==> src/rtl/storage_read_arbiter.sv <==
// Round-robin arbiter for the single storageMgmt read port, with a held
// registered response per grant and a pass-through write port that bypasses
// same-cycle write data into a colliding read.
module storage_read_arbiter #(
    parameter int unsigned READ_ADDR_SIZE = 28,
    parameter int unsigned ROW_WIDTH      = 32,
    parameter int unsigned AMT_READER     = 2
) (
    input  logic                                 clk,
    input  logic                                 rst,
    input  logic                                 startSig,
    input  logic [READ_ADDR_SIZE*AMT_READER-1:0] reqAddrs,
    input  logic [AMT_READER-1:0]                reqValid,
    output logic [AMT_READER-1:0]                reqReady,
    output logic [AMT_READER-1:0]                rspValid,
    output logic [ROW_WIDTH-1:0]                 rspData,
    input  logic [AMT_READER-1:0]                rspReady,
    input  logic                                 wrEn,
    input  logic [READ_ADDR_SIZE-1:0]            wrAddr,
    input  logic [ROW_WIDTH-1:0]                 wrData,
    output logic [READ_ADDR_SIZE*AMT_READER-1:0] memReadAddrs,
    output logic [AMT_READER-1:0]                memReadEns,
    input  logic [ROW_WIDTH-1:0]                 memReadData,
    output logic [READ_ADDR_SIZE-1:0]            memWriteAddr,
    output logic [ROW_WIDTH-1:0]                 memWriteData,
    output logic                                 memWriteEn
);

    localparam int unsigned IDX_W = (AMT_READER > 1) ? $clog2(AMT_READER) : 1;
    localparam logic [IDX_W:0]   AMT_N = (IDX_W+1)'(AMT_READER);
    localparam logic [IDX_W-1:0] LAST  = IDX_W'(AMT_READER - 1);

    typedef enum logic [1:0] {
        DISABLED = 2'd0,
        ARB      = 2'd1,
        HOLD     = 2'd2
    } state_t;

    state_t                    state;
    logic [IDX_W-1:0]          p;
    logic [IDX_W-1:0]          owner;

    logic                      found_c;
    logic [IDX_W-1:0]          win_c;
    logic [IDX_W:0]            scan_c;
    logic [READ_ADDR_SIZE-1:0] win_addr_c;
    logic                      release_c;
    logic                      grant_c;
    logic                      bypass_c;
    logic [IDX_W-1:0]          next_p_c;

    // First valid requester at or above the pointer, wrapping modulo AMT_READER.
    always_comb begin
        found_c = 1'b0;
        win_c   = '0;
        scan_c  = '0;
        for (int unsigned k = 0; k < AMT_READER; k++) begin
            scan_c = {1'b0, p} + (IDX_W+1)'(k);
            if (scan_c >= AMT_N) begin
                scan_c = scan_c - AMT_N;
            end
            if (!found_c && reqValid[scan_c[IDX_W-1:0]]) begin
                found_c = 1'b1;
                win_c   = scan_c[IDX_W-1:0];
            end
        end
    end

    // Address of the winning requester.
    always_comb begin
        win_addr_c = '0;
        for (int unsigned k = 0; k < AMT_READER; k++) begin
            if (win_c == IDX_W'(k)) begin
                win_addr_c = reqAddrs[k*READ_ADDR_SIZE +: READ_ADDR_SIZE];
            end
        end
    end

    // A grant may happen in ARB, or in HOLD in the same cycle the owner releases.
    assign release_c = (state == HOLD) && rspReady[owner];
    assign grant_c   = found_c && ((state == ARB) || release_c);
    assign bypass_c  = wrEn && (wrAddr == win_addr_c);
    assign next_p_c  = (win_c == LAST) ? '0 : win_c + 1'b1;

    // Grant handshake and storage port drive; only read slot 0 is used.
    always_comb begin
        reqReady     = '0;
        memReadEns   = '0;
        memReadAddrs = '0;
        for (int unsigned k = 0; k < AMT_READER; k++) begin
            reqReady[k] = grant_c && (win_c == IDX_W'(k));
        end
        memReadEns[0] = grant_c;
        if (grant_c) begin
            memReadAddrs[READ_ADDR_SIZE-1:0] = win_addr_c;
        end
    end

    // Writer is forwarded untouched whenever the block is enabled.
    assign memWriteAddr = wrAddr;
    assign memWriteData = wrData;
    assign memWriteEn   = wrEn && (state != DISABLED);

    // Sequencer: enable, capture the granted read, hold until released.
    always_ff @(posedge clk or negedge rst) begin
        if (!rst) begin
            state    <= DISABLED;
            p        <= '0;
            owner    <= '0;
            rspValid <= '0;
            rspData  <= '0;
        end else begin
            unique case (state)
                DISABLED: begin
                    if (startSig) begin
                        state <= ARB;
                    end
                end
                ARB, HOLD: begin
                    if (grant_c) begin
                        rspData  <= bypass_c ? wrData : memReadData;
                        rspValid <= reqReady;
                        owner    <= win_c;
                        p        <= next_p_c;
                        state    <= HOLD;
                    end else if (release_c) begin
                        rspValid <= '0;
                        state    <= ARB;
                    end
                end
                default: begin
                    state <= DISABLED;
                end
            endcase
        end
    end

endmodule

==> config.mk <==
export PLATFORM = sky130hd
export DESIGN_NAME = storage_read_arbiter
export DESIGN_NICKNAME = d
export VERILOG_FILES = /design/src/rtl/storage_read_arbiter.sv
export SDC_FILE = /design/constraint.sdc
export NUM_CORES = 1
export LEC_CHECK = 0
export ABC_AREA = 0
export CORE_AREA = 2 2 120 122
export DETAILED_ROUTE_END_ITERATION = 7
export DIE_AREA = 0 0 122 124
export HOLD_SLACK_MARGIN = 0.08
export PLACE_DENSITY = 0.77
export SETUP_SLACK_MARGIN = 0.05
export SLEW_MARGIN = 30
export SYNTH_ARGS = -nofsm -noshare
export SYNTH_HDL_FRONTEND = slang
export SYNTH_SLANG_ARGS = --single-unit
==> constraint.sdc <==
create_clock -name clk -period 3.1 [get_ports clk]
set_input_delay 0.62 -clock clk [delete_from_list [all_inputs] [get_ports clk]]
set_output_delay 0.62 -clock clk [all_outputs]
set_load 0.01 [all_outputs]
==> metrics.txt <==
# TYPE chip_impl_metric gauge
chip_impl_metric{name="final_antenna_net_count",unit=""} 0
chip_impl_metric{name="cp_max_fo",unit=""} 22
chip_impl_metric{name="cellPowerDensity",unit="nW/µm²"} 609
chip_impl_metric{name="dp_slack",unit="ps"} -251
chip_impl_metric{name="finish.net_count",unit=""} 900
chip_impl_metric{name="die_width",unit="µm"} 122
chip_impl_info{name="postSynth.topFlopCell",value="dfrtp_1"} 1
chip_impl_info{name="synth_top_cells_by_count",value="buf_4 (90), a21oi_1 (85), mux2i_1 (43)"} 1
chip_impl_info{name="outcome",value="finished, final reports clean"} 1
chip_impl_metric{name="timing.clock.skew",unit="ps"} 5.44
chip_impl_metric{name="area_growth",unit="%"} 86.1
chip_impl_info{name="yosysTopAreaCell",value="dfrtp_1"} 1
chip_impl_info{name="yosysMostFrequentCell",value="buf_4"} 1
chip_impl_metric{name="clockPowerShare",unit="%"} 15.7
chip_impl_metric{name="route.detailed.drc",unit=""} 0
chip_impl_info{name="setup_repair_after_global_routing_missed_its_margin",value="false"} 1
chip_impl_metric{name="first_global_vias",unit=""} 4000
chip_impl_metric{name="route.vias.total",unit=""} 4222
chip_impl_info{name="timing.setup.critical_path_class",value="primary input to output pin"} 1
chip_impl_metric{name="fin_max_slew_vios",unit=""} 0
chip_impl_metric{name="design.portCount",unit=""} 311
chip_impl_metric{name="detailed_route_wire_length",unit="µm"} 15200
chip_impl_metric{name="switching_share",unit="%"} 38.1
chip_impl_metric{name="comb_power_share",unit="%"} 64.4
chip_impl_metric{name="route.detailed.vias_per_inst",unit=""} 4.57
chip_impl_metric{name="portBuffers",unit=""} 281
chip_impl_metric{name="intPower",unit="mW"} 2.66
chip_impl_metric{name="worstSkewPairLatency",unit="ps"} 280
chip_impl_metric{name="worstPathRequired",unit="ps"} 2480
chip_impl_metric{name="core",unit="µm²"} 13700
chip_impl_info{name="clockRootBuffer",value="clkbuf_16"} 1
chip_impl_metric{name="grt_overflow_total",unit=""} 0
chip_impl_metric{name="dr.pass1.iters",unit=""} 4
chip_impl_metric{name="worst-endpoint-arrival",unit="ps"} 2370
chip_impl_metric{name="post_synthesis_async_set_or_reset_flop_share",unit="%"} 100
chip_impl_metric{name="ff2ff_path_depth",unit=""} 11
chip_impl_metric{name="synth-edff-count",unit=""} 0
chip_impl_metric{name="timing_hold_violations_final",unit=""} 0
chip_impl_metric{name="cts_made_buffers",unit=""} 5
chip_impl_metric{name="synth.cell_area",unit="µm²"} 3790
chip_impl_metric{name="vdd_drop_max",unit="µV"} 396
chip_impl_metric{name="postSynthRegisterBits",unit=""} 38
chip_impl_metric{name="maximum_number_of_pins_on_one_net_before_global_route_repair",unit=""} 73
chip_impl_metric{name="setup_viol",unit=""} 0
chip_impl_metric{name="fmax",unit="MHz"} 334
chip_impl_info{name="worst_setup_end_kind",value="output pin"} 1
chip_impl_info{name="reg_to_reg_critical_path_endpoint",value="rspData[31]"} 1
chip_impl_metric{name="tightest_slew",unit="ps"} 511
chip_impl_info{name="timing.rr.start",value="p"} 1
chip_impl_metric{name="clock_tree.buffer_depth",unit=""} 2
chip_impl_info{name="clock_tree_from_tritoncts",value="yes"} 1
chip_impl_metric{name="relSlewSlack",unit="%"} 65.9
chip_impl_metric{name="post-dp-hpwl",unit="µm"} 11900
chip_impl_metric{name="grt_pass1_wl",unit="µm"} 20600
chip_impl_metric{name="rd_place_congestion",unit=""} 0.883
chip_impl_metric{name="synth_sequential_area_ratio",unit="%"} 25.1
chip_impl_metric{name="synth.avg_cell_area",unit="µm²"} 8.05
chip_impl_metric{name="die_y",unit="µm"} 124
chip_impl_metric{name="max-cap-violations",unit=""} 0
chip_impl_info{name="hold_path.class",value="primary input to async pin"} 1
chip_impl_info{name="critPathLaunchType",value="primary input"} 1
chip_impl_metric{name="cts.clk_slew.worst_paths",unit="ps"} 60
chip_impl_metric{name="share_seq_of_total_power",unit="%"} 19.8
chip_impl_metric{name="fillCellCount",unit=""} 1276
chip_impl_info{name="synth_top_cells_by_area",value="dfrtp_1 (25%), buf_4 (18%), mux2i_1 (11%), a21oi_1 (11%), nor2b_1 (5.9%)"} 1
chip_impl_metric{name="final_layout_size_suffix_gt1_share",unit="%"} 12.6
chip_impl_metric{name="holdWs",unit="ps"} 307
chip_impl_metric{name="antenna_violations_before_repair",unit=""} 2
chip_impl_metric{name="row_count",unit=""} 43
chip_impl_metric{name="switching_power",unit="mW"} 1.64
chip_impl_metric{name="track_usage",unit="%"} 17.8
chip_impl_metric{name="detail_route.wl_per_cell",unit="µm"} 16.5
chip_impl_metric{name="final.period_utilization",unit="%"} 96.6
chip_impl_metric{name="die_area",unit="µm²"} 15100
chip_impl_metric{name="static-leakage-power",unit="nW"} 3.11
chip_impl_metric{name="cts_sinks",unit=""} 38
chip_impl_metric{name="cts_max_level",unit=""} 2
chip_impl_metric{name="netlist.area_leader.share",unit="%"} 25.1
chip_impl_metric{name="synth.distinct_cells",unit=""} 41
chip_impl_metric{name="r2r_slack",unit="ps"} 380
chip_impl_metric{name="timing.final.ws_setup",unit="ps"} 106
chip_impl_metric{name="post-route-min-period",unit="ps"} 2990
chip_impl_metric{name="synthCells",unit=""} 471
chip_impl_metric{name="synth_warnings",unit=""} 0
chip_impl_metric{name="drt_iter0_markers",unit=""} 120
chip_impl_metric{name="floorplan.initialDensity",unit="%"} 27.6
## cell families after synthesis
family | Yosys count | synth area share [%]
and+or+nand+nor | 108 | 14.5
buffers and inverters | 130 | 22.6
AOI/OAI and AO/OA | 116 | 17.5
xor gates and xnor gates | 29 | 6.70
other | 1 | 0.0989
muxes | 45 | 12.2
adders and majority gates | 4 | 1.32
DFF | 38 | 25.1
## state kept, by name, summed over array words and instances (netlist names)
| name | cells |
|---|---|
| p | 1 |
| rspValid | 2 |
| owner | 1 |
| state | 2 |
| rspData | 32 |
## power groups by stage
stage / logic, mW / registers [mW] / clock network [mW]
after floorplan: 1.35 / 0.938 / 0
after global placement: 2.73 / 0.855 / 0
after detailed placement: 2.78 / 0.855 / 0
after CTS: 2.77 / 0.856 / 0.694
after global routing: 2.99 / 0.882 / 0.712
final: 2.77 / 0.853 / 0.676
## timing repair
action / CTS / global route
gates resized for setup: 21 / 25
hold buffers: 0 / 0
endpoints found under the setup margin: 20 / 44
setup buffers: 2 / 4
gates cloned: 0 / 3
pin swaps: 1 / 3
## final cells by class
cell class	instances	area [µm²]	area share, %
clock buffers	5	125	1.77
multi-input cells	331	2170	30.7
diodes	2	5.00	0.0709
repair buffers	347	3450	48.9
clock inverters	3	68.8	0.975
flip-flops and latches	38	951	13.5
inverters	17	63.8	0.904
well taps	180	225	3.19
## cell usage in the layout, fill, tap and decap left out, types with 2 or more instances in the layout
master and n:
dfrtp_1 38, a22o_1 3, o21ai_0 4, buf_6 3, buf_4 55, clkdlybuf4s50_1 253
a21oi_1 84, buf_12 7, nor4_4 2, xor2_1 15, o221ai_1 2, conb_1 29
ha_1 4, a31oi_1 2, o2bb2ai_1 2, and2_4 2, xnor2_1 13, inv_1 17
dlymetal6s2s_1 12, nand2_1 37, nor2b_1 36, dlygate4sd2_1 15, clkbuf_16 7, nor2_1 20
mux2i_1 40, nand4_1 3, diode_2 2, bufinv_16 2, o22ai_1 5, mux2i_2 3
nor4_1 2, o22ai_2 2, a2bb2oi_1 2
## worst max path at each step
stage / startpoint / endpoint / slack [ps]
6_report: rspReady[1] / memReadAddrs[7] / 110
3_5_place_dp: reqValid[0] / rspData[3] / -250
4_1_cts: reqValid[0] / memReadAddrs[22] / 30
2_1_floorplan: reqValid[0] / rspData[0] / 350
5_1_grt: rspReady[1] / memReadAddrs[22] / 20
3_3_place_gp: reqValid[0] / rspData[31] / -170
## stage by stage
stage	std cells	instance area (µm²)	util, %	total power, mW	TNS, ps
final	923	7060	51.5	4.30	0
after global routing	923	7060	51.5	4.59	0
after CTS	914	6860	50.0	4.32	0
after detailed placement	904	6650	48.5	3.64	-6980
after global placement	904	6650	48.5	3.59	-5350
after floorplan	499	3900	-	2.29	0
## worst max-delay path: stages
cell and delay (ps):
clkdlybuf4s50_1 450, mux2i_1 70, nor2b_1 200, o22ai_2 120, buf_12 180, a21oi_2 170
clkdlybuf4s50_1 570
## routing by layer
layer  part of all wire [%]  track usage (%)  wire [µm]
met3                    8.8             4.21       1340
met1                     35             18.1       5370
met2                     52             34.7       7920
met4                    3.8             7.47        580
met5                      0                0          0
No activity file was read; power rests on OpenSTA's default activity.
